**src/rtl/dmem_arb_pkg.sv**
```systemverilog
`default_nettype none
// ============================================================================
// Module      : dmem_arb_pkg
// Description : Shared types and access-size codes for the data-memory arbiter.
// Revision    : 1.0 - initial release
// ============================================================================
package dmem_arb_pkg;

    localparam int DMEM_AW = 9;
    localparam int DMEM_DW = 32;

    typedef enum logic {
        PORT_C = 1'b0,
        PORT_D = 1'b1
    } port_e;

    typedef struct packed {
        logic               we;
        logic [DMEM_AW-1:0] addr;
        logic [DMEM_DW-1:0] wd;
        logic [2:0]         funct3;
    } dmem_req_t;

    localparam logic [2:0] F3_LB  = 3'b000;
    localparam logic [2:0] F3_LH  = 3'b001;
    localparam logic [2:0] F3_LW  = 3'b010;
    localparam logic [2:0] F3_LBU = 3'b100;
    localparam logic [2:0] F3_SB  = 3'b000;
    localparam logic [2:0] F3_SH  = 3'b001;
    localparam logic [2:0] F3_SW  = 3'b010;

endpackage : dmem_arb_pkg
`default_nettype wire

```
**src/rtl/dmem_arb_sel.sv**
```systemverilog
`default_nettype none
// ============================================================================
// Module      : dmem_arb_sel
// Description : Combinational grant selection between core (C) and loader (D).
//               DMEM_ARB_RR_EN selects round-robin, otherwise fixed priority
//               with a starvation guard on D.
// Revision    : 1.0 - initial release
// ============================================================================
module dmem_arb_sel
    import dmem_arb_pkg::*;
`ifndef DMEM_ARB_RR_EN
#(
    parameter int WAIT_W   = 3,
    parameter int MAX_WAIT = 7
)
`endif
(
    input  logic              c_req,
    input  logic              d_req,
`ifdef DMEM_ARB_RR_EN
    input  port_e             last_grant,
`else
    input  logic [WAIT_W-1:0] wait_cnt,
`endif
    output logic              gnt_valid,
    output port_e             gnt_port
);

`ifdef DMEM_ARB_RR_EN
    always_comb begin
        gnt_valid = c_req | d_req;
        gnt_port  = PORT_C;
        // On a tie the port that was not served last goes first.
        if (d_req && (!c_req || (last_grant == PORT_C))) begin
            gnt_port = PORT_D;
        end
    end
`else
    localparam logic [WAIT_W-1:0] c_wait_max = WAIT_W'(MAX_WAIT);

    logic w_force_d;

    assign w_force_d = d_req && (wait_cnt == c_wait_max);

    always_comb begin
        gnt_valid = c_req | d_req;
        gnt_port  = PORT_C;
        if (d_req && (w_force_d || !c_req)) begin
            gnt_port = PORT_D;
        end
    end
`endif

endmodule : dmem_arb_sel
`default_nettype wire

```
**src/rtl/dmem_arbiter.sv**
```systemverilog
`default_nettype none
// ============================================================================
// Module      : dmem_arbiter
// Description : Shares the single-port data memory between the MEM stage (C)
//               and a loader/DMA port (D); one access per cycle, registered
//               read data. Build macro DMEM_ARB_RR_EN enables round-robin.
// Revision    : 1.0 - initial release
// ============================================================================
module dmem_arbiter
    import dmem_arb_pkg::*;
#(
    parameter int DM_ADDRESS = 9,
    parameter int DATA_W     = 32,
    parameter int MAX_WAIT   = 7
) (
    input  logic                  clk,
    input  logic                  reset,

    input  logic                  c_req,
    input  logic                  c_we,
    input  logic [DM_ADDRESS-1:0] c_addr,
    input  logic [DATA_W-1:0]     c_wd,
    input  logic [2:0]            c_funct3,
    output logic                  c_gnt,
    output logic                  c_rvalid,
    output logic [DATA_W-1:0]     c_rd,

    input  logic                  d_req,
    input  logic                  d_we,
    input  logic [DM_ADDRESS-1:0] d_addr,
    input  logic [DATA_W-1:0]     d_wd,
    input  logic [2:0]            d_funct3,
    output logic                  d_gnt,
    output logic                  d_rvalid,
    output logic [DATA_W-1:0]     d_rd,

    output logic                  m_MemRead,
    output logic                  m_MemWrite,
    output logic [DM_ADDRESS-1:0] m_a,
    output logic [DATA_W-1:0]     m_wd,
    output logic [2:0]            m_Funct3,
    input  logic [DATA_W-1:0]     m_rd
);

    // The request struct in the package is sized for the default geometry.
    generate
        if (DM_ADDRESS != DMEM_AW || DATA_W != DMEM_DW || MAX_WAIT < 1) begin : g_param_check
            $error("dmem_arbiter: unsupported parameter set");
        end
    endgenerate

    dmem_req_t w_c_fields;
    dmem_req_t w_d_fields;
    dmem_req_t w_sel;
    logic      w_sel_valid;
    port_e     w_sel_port;
    logic      w_gnt_valid;
    logic      w_c_rd_gnt;
    logic      w_d_rd_gnt;

    logic              r_c_rvalid;
    logic              r_d_rvalid;
    logic [DATA_W-1:0] r_c_rd;
    logic [DATA_W-1:0] r_d_rd;

`ifdef DMEM_ARB_RR_EN
    port_e r_last_grant;

    dmem_arb_sel u_sel (
        .c_req      (c_req),
        .d_req      (d_req),
        .last_grant (r_last_grant),
        .gnt_valid  (w_sel_valid),
        .gnt_port   (w_sel_port)
    );

    always_ff @(posedge clk) begin
        if (reset) begin
            r_last_grant <= PORT_D;
        end else if (w_gnt_valid) begin
            r_last_grant <= w_sel_port;
        end
    end
`else
    localparam int c_wait_w = $clog2(MAX_WAIT + 1);
    localparam logic [c_wait_w-1:0] c_wait_max = c_wait_w'(MAX_WAIT);

    logic [c_wait_w-1:0] r_wait_cnt;

    dmem_arb_sel #(
        .WAIT_W   (c_wait_w),
        .MAX_WAIT (MAX_WAIT)
    ) u_sel (
        .c_req     (c_req),
        .d_req     (d_req),
        .wait_cnt  (r_wait_cnt),
        .gnt_valid (w_sel_valid),
        .gnt_port  (w_sel_port)
    );

    always_ff @(posedge clk) begin
        if (reset) begin
            r_wait_cnt <= '0;
        end else if (!d_req || d_gnt) begin
            r_wait_cnt <= '0;
        end else if (r_wait_cnt != c_wait_max) begin
            r_wait_cnt <= r_wait_cnt + 1'b1;
        end
    end
`endif

    assign w_c_fields = '{we: c_we, addr: c_addr, wd: c_wd, funct3: c_funct3};
    assign w_d_fields = '{we: d_we, addr: d_addr, wd: d_wd, funct3: d_funct3};

    // No memory access is issued while reset is held.
    assign w_gnt_valid = w_sel_valid & ~reset;
    assign c_gnt       = w_gnt_valid & (w_sel_port == PORT_C);
    assign d_gnt       = w_gnt_valid & (w_sel_port == PORT_D);

    always_comb begin
        w_sel = '0;
        if (c_gnt) begin
            w_sel = w_c_fields;
        end else if (d_gnt) begin
            w_sel = w_d_fields;
        end
    end

    assign m_MemRead  = w_gnt_valid & ~w_sel.we;
    assign m_MemWrite = w_gnt_valid &  w_sel.we;
    assign m_a        = w_sel.addr;
    assign m_wd       = w_sel.wd;
    assign m_Funct3   = w_sel.funct3;

    assign w_c_rd_gnt = c_gnt & ~c_we;
    assign w_d_rd_gnt = d_gnt & ~d_we;

    always_ff @(posedge clk) begin
        if (reset) begin
            r_c_rvalid <= 1'b0;
            r_d_rvalid <= 1'b0;
            r_c_rd     <= '0;
            r_d_rd     <= '0;
        end else begin
            r_c_rvalid <= w_c_rd_gnt;
            r_d_rvalid <= w_d_rd_gnt;
            if (w_c_rd_gnt) begin
                r_c_rd <= m_rd;
            end
            if (w_d_rd_gnt) begin
                r_d_rd <= m_rd;
            end
        end
    end

    // A response in flight when reset arrives is discarded immediately.
    assign c_rvalid = r_c_rvalid & ~reset;
    assign d_rvalid = r_d_rvalid & ~reset;
    assign c_rd     = reset ? '0 : r_c_rd;
    assign d_rd     = reset ? '0 : r_d_rd;

endmodule : dmem_arbiter
`default_nettype wire

```
**config.mk**
```make
export PLATFORM = sky130hd
export DESIGN_NAME = dmem_arbiter
export DESIGN_NICKNAME = d
export VERILOG_FILES = /design/src/rtl/dmem_arb_pkg.sv /design/src/rtl/dmem_arb_sel.sv /design/src/rtl/dmem_arbiter.sv
export SDC_FILE = /design/constraint.sdc
export NUM_CORES = 1
export LEC_CHECK = 0
export CORE_AREA = 2 2 93 95
export CTS_BUF_LIST = sky130_fd_sc_hd__clkbuf_4 sky130_fd_sc_hd__clkbuf_8
export DETAILED_ROUTE_END_ITERATION = 7
export DIE_AREA = 0 0 95 97
export DONT_BUFFER_PORTS = 1
export PLACE_DENSITY = 0.54
export SYNTH_ARGS = -nofsm -noshare
export SYNTH_HDL_FRONTEND = slang
export SYNTH_SLANG_ARGS = --single-unit
```
**constraint.sdc**
```tcl
create_clock -name clk -period 2.28 [get_ports clk]
set_clock_uncertainty 0.05 [all_clocks]
set_input_delay 0.114 -clock clk [delete_from_list [all_inputs] [get_ports clk]]
set_output_delay 0.114 -clock clk [all_outputs]
set_load 0.01 [all_outputs]
```
After elaboration in Yosys (flattened, before gate mapping) --
Index checks and enable logic that the tools add are counted.
Operators by class: add/subtract/negate cells 1, eq/ne operators 2, muxes and demuxes 5, bitwise gates (word level) 15, reduce and logical (&&, ||, !) cells 7
Operator list (count):
- 45-bit 2-to-1 mux | 2
- 32-bit 2-to-1 mux | 2
- 1-bit AND | 9
- 1-bit inverter | 5
- 3-bit by 1-bit adder with 3-bit output, second input constant | 1
- 3-bit equality test, second input constant | 1
- 3-bit inequality test, second input constant | 1
- 1-bit logical AND | 2
- 1-bit zero test | 2
- 1-bit logical OR | 2
- 2-bit OR reduction | 1
- 1-bit 2-to-1 mux | 1
- 1-bit bitwise OR | 1
Storage, ports and cells: bits in registers 69, input port bits 126, output and inout bits 114, word-level logic and storage cells 35

Depth between registers and ports, before layout --
Gate-level depths: netlist of the first run.
depth after elaboration 10, depth in mapped cells 7

Modules after synthesis --
Synthesis of the first run repeated with hierarchy kept, for this count alone.
Unflattened totals: cell total of the unflattened synthesis 388, area total of the unflattened synthesis 3696.0 µm²
Modules (own cells, without submodules):
- dmem_arbiter | times used 1, cells an instance 385, area an instance 3677.3 µm², sequential area each 1381.3 µm²
- dmem_arb_sel | times used 1, cells an instance 3, area an instance 18.8 µm², sequential area each 0.0 µm²

Least setup slack after synthesis of the first run --
No wires, ideal clock.
path kind reg2reg, from register r_wait_cnt[0], to register r_d_rd[0], library setup time 0.121 ns, data arrival time 1.659 ns, required time 2.109 ns, setup slack 0.450 ns, stages on the path, launching flop included 7, buffers on the path 1, path through dfxtp_1 > ha_1 > ha_1 > nor2b_2 > nor4b_4 > buf_6 > mux2_2
On the way: longest elaborated chain between the ends 7
RTL lines:
- start, declared | line dmem_arbiter.sv:88 | logic [c_wait_w-1:0] r_wait_cnt;
- start signal, assigned | line dmem_arbiter.sv:107 | r_wait_cnt <= r_wait_cnt + 1'b1;
- 3-bit equality test | line dmem_arb_sel.sv:43 | assign w_force_d = d_req && (wait_cnt == c_wait_max);
- 1-bit logical AND | line dmem_arb_sel.sv:43
- 1-bit logical OR | line dmem_arb_sel.sv:48 | if (d_req && (w_force_d || !c_req)) begin
- 1-bit logical AND | line dmem_arb_sel.sv:48
- 1-bit 2-to-1 mux | line dmem_arb_sel.sv:48
- 1-bit AND | line dmem_arbiter.sv:118 | assign d_gnt = w_gnt_valid & (w_sel_port == PORT_D);
- 1-bit AND | line dmem_arbiter.sv:136 | assign w_d_rd_gnt = d_gnt & ~d_we;
- end signal, assigned | line dmem_arbiter.sv:151 | r_d_rd <= m_rd;
- end, declared | line dmem_arbiter.sv:64 | logic [DATA_W-1:0] r_d_rd;
Every way passes these cells. A chain may end at the register's enable or synchronous reset.

Final worst setup path of the first run --
from register r_wait_cnt[0], to output m_MemWrite
On the way: longest elaborated chain between the ends 9
RTL lines:
- 3-bit equality test * | line dmem_arb_sel.sv:43
- 1-bit logical AND * | line dmem_arb_sel.sv:43
- 1-bit logical OR * | line dmem_arb_sel.sv:48
- 1-bit logical AND * | line dmem_arb_sel.sv:48
- 1-bit 2-to-1 mux * | line dmem_arb_sel.sv:48
- 1-bit AND / 1-bit inverter (equally long branches) | line dmem_arbiter.sv:118, dmem_arbiter.sv:117
- 45-bit 2-to-1 mux / 1-bit AND (equally long branches) | line dmem_arbiter.sv:124, dmem_arbiter.sv:117
- 45-bit 2-to-1 mux * | line dmem_arbiter.sv:122 | if (c_gnt) begin
- 1-bit AND * | line dmem_arbiter.sv:130 | assign m_MemWrite = w_gnt_valid & w_sel.we;
- end, declared | line dmem_arbiter.sv:38 | output logic m_MemWrite,
Mark *: on every way between the ends. The rest lies on a longest branch, timed or not.

==> flow_summary.yaml, run 1 <==
power:
  power.switching_uw: 650.7
  sequentialPowerShare_pct: 44.2
  intPower_uw: 2186
  p_clk_share_pct: 44.2
  p_sw_share_pct: 22.94
  pwr-share-comb_pct: 11.6
  vdd_drop_max_mv: 0.4320
  power_density_nw_per_um2: 689.6
  power.leakage_uw: 0.001656
global_routing:
  first_global_vias: 2382
  grt_overflow_total: 0
  grt_usage_pct: 22.49
  grt_max_degree: 74
  antenna_found_initial: 7
  grt_pass1_wl_um: 14890
detailed_routing:
  drtIter0Drc: 148
  wl_per_cell_um: 24.13
  routed_wirelength_um: 11000
  via_per_inst: 5.643
  drc: 0
  ant_nets: 0
  vias: 2573
  drt_first_pass_iters: 4
floorplan:
  core.rowCount: 33
  start_util_pct: 41.86
  die_w_um: 95
  die_h_um: 97
  ios: 240
  die_area_um2: 9215
  core_area_um2: 8134
sta:
  worst_slew_pin_slew_ns: 0.5289
  tns_ns: 0
  slew_headroom_pct: 64.66
  slew_viol_final: 0
  setup_violations: 0
  finalCritPeriodShare_pct: 92.93
  max_freq_mhz: 472.0
  period_minus_slack_ns: 2.119
  hold_violations: 0
  rsz0062_at_grt: "false"
worst_setup_path:
  path_cells: "ha_1 > ha_1 > a21oi_1 > nor2b_4 > buf_4 > o21ba_2"
  reg2reg_to: "r_d_rd[19]$_SDFFE_PP0P_"
  regToRegStartpoint: "r_wait_cnt[0]$_SDFFE_PP0P_"
  cp_top_family: "adder cells"
  rrSetupSlack_ns: 0.27
  cp.arrival_ns: 1.95
  critical_path_buf_inv_count: 1
  cp_max_fo: 10
  cp-start-kind: "register"
  crit_required_ns: 2.12
  crit_path_end_kind: "primary output"
  cpPeakStageDelay_ns: 0.31
  worst_path_max_delay_cell: "dfxtp_1"
  crit_top_cell: "ha_1"
  critPathKind: "register to primary output"
  r2r_cells: 6
yosys:
  async_flop_share_pct: 0
  synth_top_area_share_pct: 40.57
  synth_seq_cells: 69
  ys.warnings.count: 0
  synth_fp_nets: 448
  yosysMostFrequentCell: "nor2b_1"
  yosys-top-cells-count: "nor2b_1 (100), dfxtp_1 (69), mux2_2 (60)"
  synth_top_cell_by_area: "dfxtp_1"
  synth_area_um2: 3405
  synth_cell_type_count: 21
  syn_avg_cell_area_um2: 10.64
  synth-edff-count: 0
  yosys-top-cells-area: "dfxtp_1 (41%), mux2_2 (20%), nor2b_1 (18%)"
  yosysSeqAreaShare_pct: 40.57
  synthCells: 320
  synth_ff_type: "dfxtp_1"
cts:
  htreeDepth: 3
  cts_root_buf: "clkbuf_8"
  cts_buffers: 9
  cts_sinks: 69
  cts_tree: "done"
  clk_latency_ns: 0.33
  clk_pin_slew_ns: 0.07
  clock_path_buffers: 2
placement:
  place.gp.congestion: 0.8639
  portBuffers: 0
  dp_hpwl_um: 7522
cells_and_area:
  nNetsFinal: 473
  syn_to_final_growth_pct: 20.80
  layout-drive-gt1-share_pct: 26.00
  final_core_util_pct: 50.56
min_path:
  hold_depth: 2
  hp-start: "m_rd[27]"
  min_path_type: "input port to register"
  holdPathEnd: "r_c_rd[27]$_SDFFE_PP0P_"
status:
  status: "complete, no violations"
run:
  cap_violations: 0
metrics by stage:
stage | hold slack [ns] | power, uW | worst slack (ns) | cells | area [um^2]
5_1_grt | 0.01981 | 2955 | 0.03247 | 455 | 4110
3_3_place_gp | 0.1972 | 1533 | 0.2388 | 403 | 3477
2_1_floorplan | 0.1918 | 1524 | 0.4503 | 320 | 3405
3_5_place_dp | 0.2023 | 1538 | 0.1700 | 403 | 3477
4_1_cts | 0.00005815 | 2860 | 0.03265 | 454 | 4090
6_report | 0.01526 | 2836 | 0.1612 | 456 | 4113
routing by layer:
| metal | track usage [%] | part of all wire (%) | up-vias |
|---|---|---|---|
| met5 | 0 | 0.74 | - |
| met4 | 10.48 | 4.0 | 12 |
| met3 | 12.07 | 12 | 39 |
| met2 | 30.71 | 41 | 147 |
| met1 | 28.75 | 42 | 1207 |
| li1 | - | - | 1168 |
registers in the layout, indices dropped and copies added (netlist names):
register / cells
r_c_rd: 32
r_wait_cnt: 3
r_d_rd: 32
r_d_rvalid: 1
r_c_rvalid: 1
how the worst max path moves through the flow:
stage | cells after the start | from | to
2_1_floorplan | 6 | r_wait_cnt[0]$_SDFFE_PP0P_ | r_d_rd[0]$_SDFFE_PP0P_
3_3_place_gp | 5 | r_wait_cnt[0]$_SDFFE_PP0P_ | m_wd[26]
3_5_place_dp | 5 | r_wait_cnt[0]$_SDFFE_PP0P_ | m_wd[26]
4_1_cts | 5 | r_wait_cnt[0]$_SDFFE_PP0P_ | m_wd[26]
5_1_grt | 5 | r_wait_cnt[0]$_SDFFE_PP0P_ | m_a[7]
6_report | 6 | r_wait_cnt[0]$_SDFFE_PP0P_ | m_MemWrite
worst reg2reg max path: cells and delay by family, from the launching register on:
family | cells | cell delay [ns]
multiplexers | 1 | 0.39
adder cells (fa/ha/maj) | 2 | 0.44
buffers and inverters | 1 | 0.26
AND/OR/NAND/NOR | 2 | 0.44
flip-flops | 1 | 0.33
kinds of logic after synthesis:
family / count (synthesis) / share of synthesized area [%]
compound gates: 48 / 12.16
mux: 64 / 21.17
simple gates: 111 / 21.06
buf+inv: 26 / 4.300
flops: 69 / 40.57
fa+ha+maj: 2 / 0.7349
power groups by stage:
stage          Clock (uW)  Combinational (uW)  Sequential, uW
2_1_floorplan           0                 244            1280
3_3_place_gp            0                 252            1280
3_5_place_dp            0                 257            1280
4_1_cts              1280                 327            1250
5_1_grt              1340                 355            1260
6_report             1250                 330            1250
repair_timing:
item	CTS	global route
hold buffers	34	0
pin swaps	1	1
setup buffers	0	0
gates resized for setup	1	3
endpoints found under the setup margin	44	23
endpoints found under the hold margin	63	0
cloned	1	1
final cells by class:
cell class,count,area (um^2)
diodes,1,2.502
clock buffers,11,145.1
clock inverters,5,106.4
fillers,774,4021
multi-input cells,227,1928
flip-flops and latches,69,1381
well taps,105,131.4
repair buffers,38,417.9
placed cells by master, fill, tap and decap left out:
cell type,count
buf_12,4
nor2_4,3
clkbuf_4,1
a22o_1,44
inv_6,1
and2_1,2
dfxtp_1,69
dlygate4sd3_1,33
a21oi_2,1
diode_2,1
buf_4,1
mux2_1,4
o21ba_2,1
ha_1,2
mux2_2,60
nor3b_1,2
clkbuf_8,10
nor2b_1,99
a21oi_1,1
a21oi_4,1
nor4b_4,1
or3b_2,1
nand2_1,1
nor2b_4,2
nand2b_1,2
bufinv_16,3
clkinvlp_4,1
No activity file was read; power rests on OpenSTA's default activity.
==> inputs of run 2 (changes only) <==
CORE_AREA = default   (was 2 2 93 95)
CORE_ASPECT_RATIO = 0.6   (was default)
CORE_MARGIN = 5   (was default)
CORE_UTILIZATION = 30   (was default)
DIE_AREA = default   (was 0 0 95 97)
GPL_ROUTABILITY_DRIVEN = 0   (was default)
PLACE_DENSITY = 0.42   (was 0.54)
==> flow_summary.yaml, run 2 (synthesis results as in run 1) <==
floorplan:
  die_h_um: 92.52
  ios: 240
  core.rowCount: 30
  core_area_um2: 11190
  die_area_um2: 13650
  die_w_um: 147.5
  start_util_pct: 30.44
sta:
  finalCritPeriodShare_pct: 92.47
  tns_ns: 0
  setup_violations: 0
  worst_slew_pin_slew_ns: 0.3979
  slew_headroom_pct: 73.42
  period_minus_slack_ns: 2.108
  hold_violations: 0
  slew_viol_final: 0
  max_freq_mhz: 474.3
  rsz0062_at_grt: "false"
power:
  power.leakage_uw: 0.001642
  vdd_drop_max_mv: 0.3288
  p_sw_share_pct: 24.71
  power.switching_uw: 648.9
  p_clk_share_pct: 39.9
  power_density_nw_per_um2: 639.1
  intPower_uw: 1977
  pwr-share-comb_pct: 12.4
  sequentialPowerShare_pct: 47.7
cells_and_area:
  syn_to_final_growth_pct: 20.69
  final_cells: 496
  top_regs: "r_c_rd (32), r_d_rd (32), r_wait_cnt (3)"
  mostFrequentLayoutCell: "nor2b_1"
  n_antenna_cell: 0
  final_cell_mix: "nor2b_1 (99), dfxtp_1 (69), mux2_2 (60), a22o_1 (44), dlygate4sd3_1 (34)"
  layout-drive-gt1-share_pct: 26.14
  nNetsFinal: 475
cts:
  cts_sinks: 69
  clk_latency_ns: 0.34
  clock_path_buffers: 2
  clk_pin_slew_ns: 0.08
  cts_tree: "done"
  cts_root_buf: "clkbuf_8"
  cts_buffers: 9
  cts_setup_buffers: 0
  htreeDepth: 3
worst_setup_path:
  cp_top_family: "adder cells"
  critPathKind: "register to primary output"
  critical_path_buf_inv_count: 1
  crit_path_end_kind: "primary output"
  crit_required_ns: 2.12
  path_cells: "ha_1 > ha_1 > a21oi_1 > nor2b_4 > buf_4 > o21ba_2"
  cp_max_fo: 11
  worst_path_max_delay_cell: "dfxtp_1"
  cpPeakStageDelay_ns: 0.32
  cp-start-kind: "register"
  crit_top_cell: "ha_1"
  cp.arrival_ns: 1.94
detailed_routing:
  drc: 0
  drtIter0Drc: 99
  via_per_inst: 4.962
  wl_per_cell_um: 19.62
  routed_wirelength_um: 9732
  ant_nets: 0
  drt_first_pass_iters: 7
  vias: 2461
global_routing:
  first_global_vias: 2347
  grt_max_degree: 73
  grt_usage_pct: 13.44
  grt.met2_usage_pct: 17.69
  gr-usage-met3_pct: 6.455
  top_usage_layer: "met1"
  grt_overflow_total: 0
  grt_pass1_wl_um: 14300
  antenna_found_initial: 0
  use_met1_pct: 19.26
placement:
  portBuffers: 0
  place_inst: 445
  dp_hpwl_um: 6897
min_path:
  min_path_type: "input port to register"
status:
  status: "complete, no violations"
run:
  cap_violations: 0
==> run 2: cell count changes in the layout (fill, tap and decap cells not counted), sizes merged, moves of 2 or more <==
cell	before	now
clkinv	0	2
buf	5	8
nor2	3	1
bufinv	3	1
==> run 2: worst register-to-register path, delay by kind of cell (launching register included) <==
family                   cells  cell delay (ns)
adder cells (fa/ha/maj)      2             0.41
buffers and inverters        1             0.28
flip-flops                   1             0.34
multiplexers                 1             0.36
AND/OR/NAND/NOR              2             0.38
==> run 2: worst paths after layout <==
check                             start                          to  slack, ns  cells after the start
max          r_wait_cnt[0]$_SDFFE_PP0P_                  m_MemWrite       0.17                      6
min reg2reg  r_wait_cnt[0]$_SDFFE_PP0P_  r_wait_cnt[0]$_SDFFE_PP0P_       0.38                      1
max reg2reg  r_wait_cnt[0]$_SDFFE_PP0P_     r_d_rd[19]$_SDFFE_PP0P_       0.35                      6
min                               d_req  r_wait_cnt[0]$_SDFFE_PP0P_       0.03                      2
==> run 2: cell type report <==
cell class                 instances  area, um^2
tap                              144       180.2
clock buffer                      11       151.4
multi-input combinational        225        1896
timing repair buffer              42       441.7
clock inverter                     5       58.81
sequential                        69        1381
fill                            1110        7077
==> run 2: routing by layer <==
layer / vias up / wire length (um)
li1: 1173 / -
met2: 106 / 4019
met4: 0 / 61
met5: - / 0
met3: 5 / 865
met1: 1177 / 4785
==> run 2: metrics by stage <==
stage	total power [uW]	hold WS (ns)	utilization [%]	cell area, um^2	worst slack [ns]
global route	2774	0.007544	36.73	4109	0.02023
CTS	2677	0.001715	36.58	4091	0.08442
detailed placement	1539	0.2036	31.57	3531	0.3407
floorplan	1524	0.1918	-	3405	0.4503
global placement	1537	0.1973	31.57	3531	0.3842
finish	2626	0.02942	36.73	4109	0.1716
==> run 2: what timing repair did <==
action,CTS,global route
resized for setup,0,2
hold buffers,34,1
endpoints found under the hold margin,64,1
endpoints found under the setup margin,0,45
==> run 2: power groups by stage <==
stage	Sequential (uW)	Combinational (uW)	Clock, uW
finish	1250	326	1050
global route	1260	353	1160
CTS	1250	327	1100
detailed placement	1280	258	0
global placement	1280	256	0
floorplan	1280	244	0
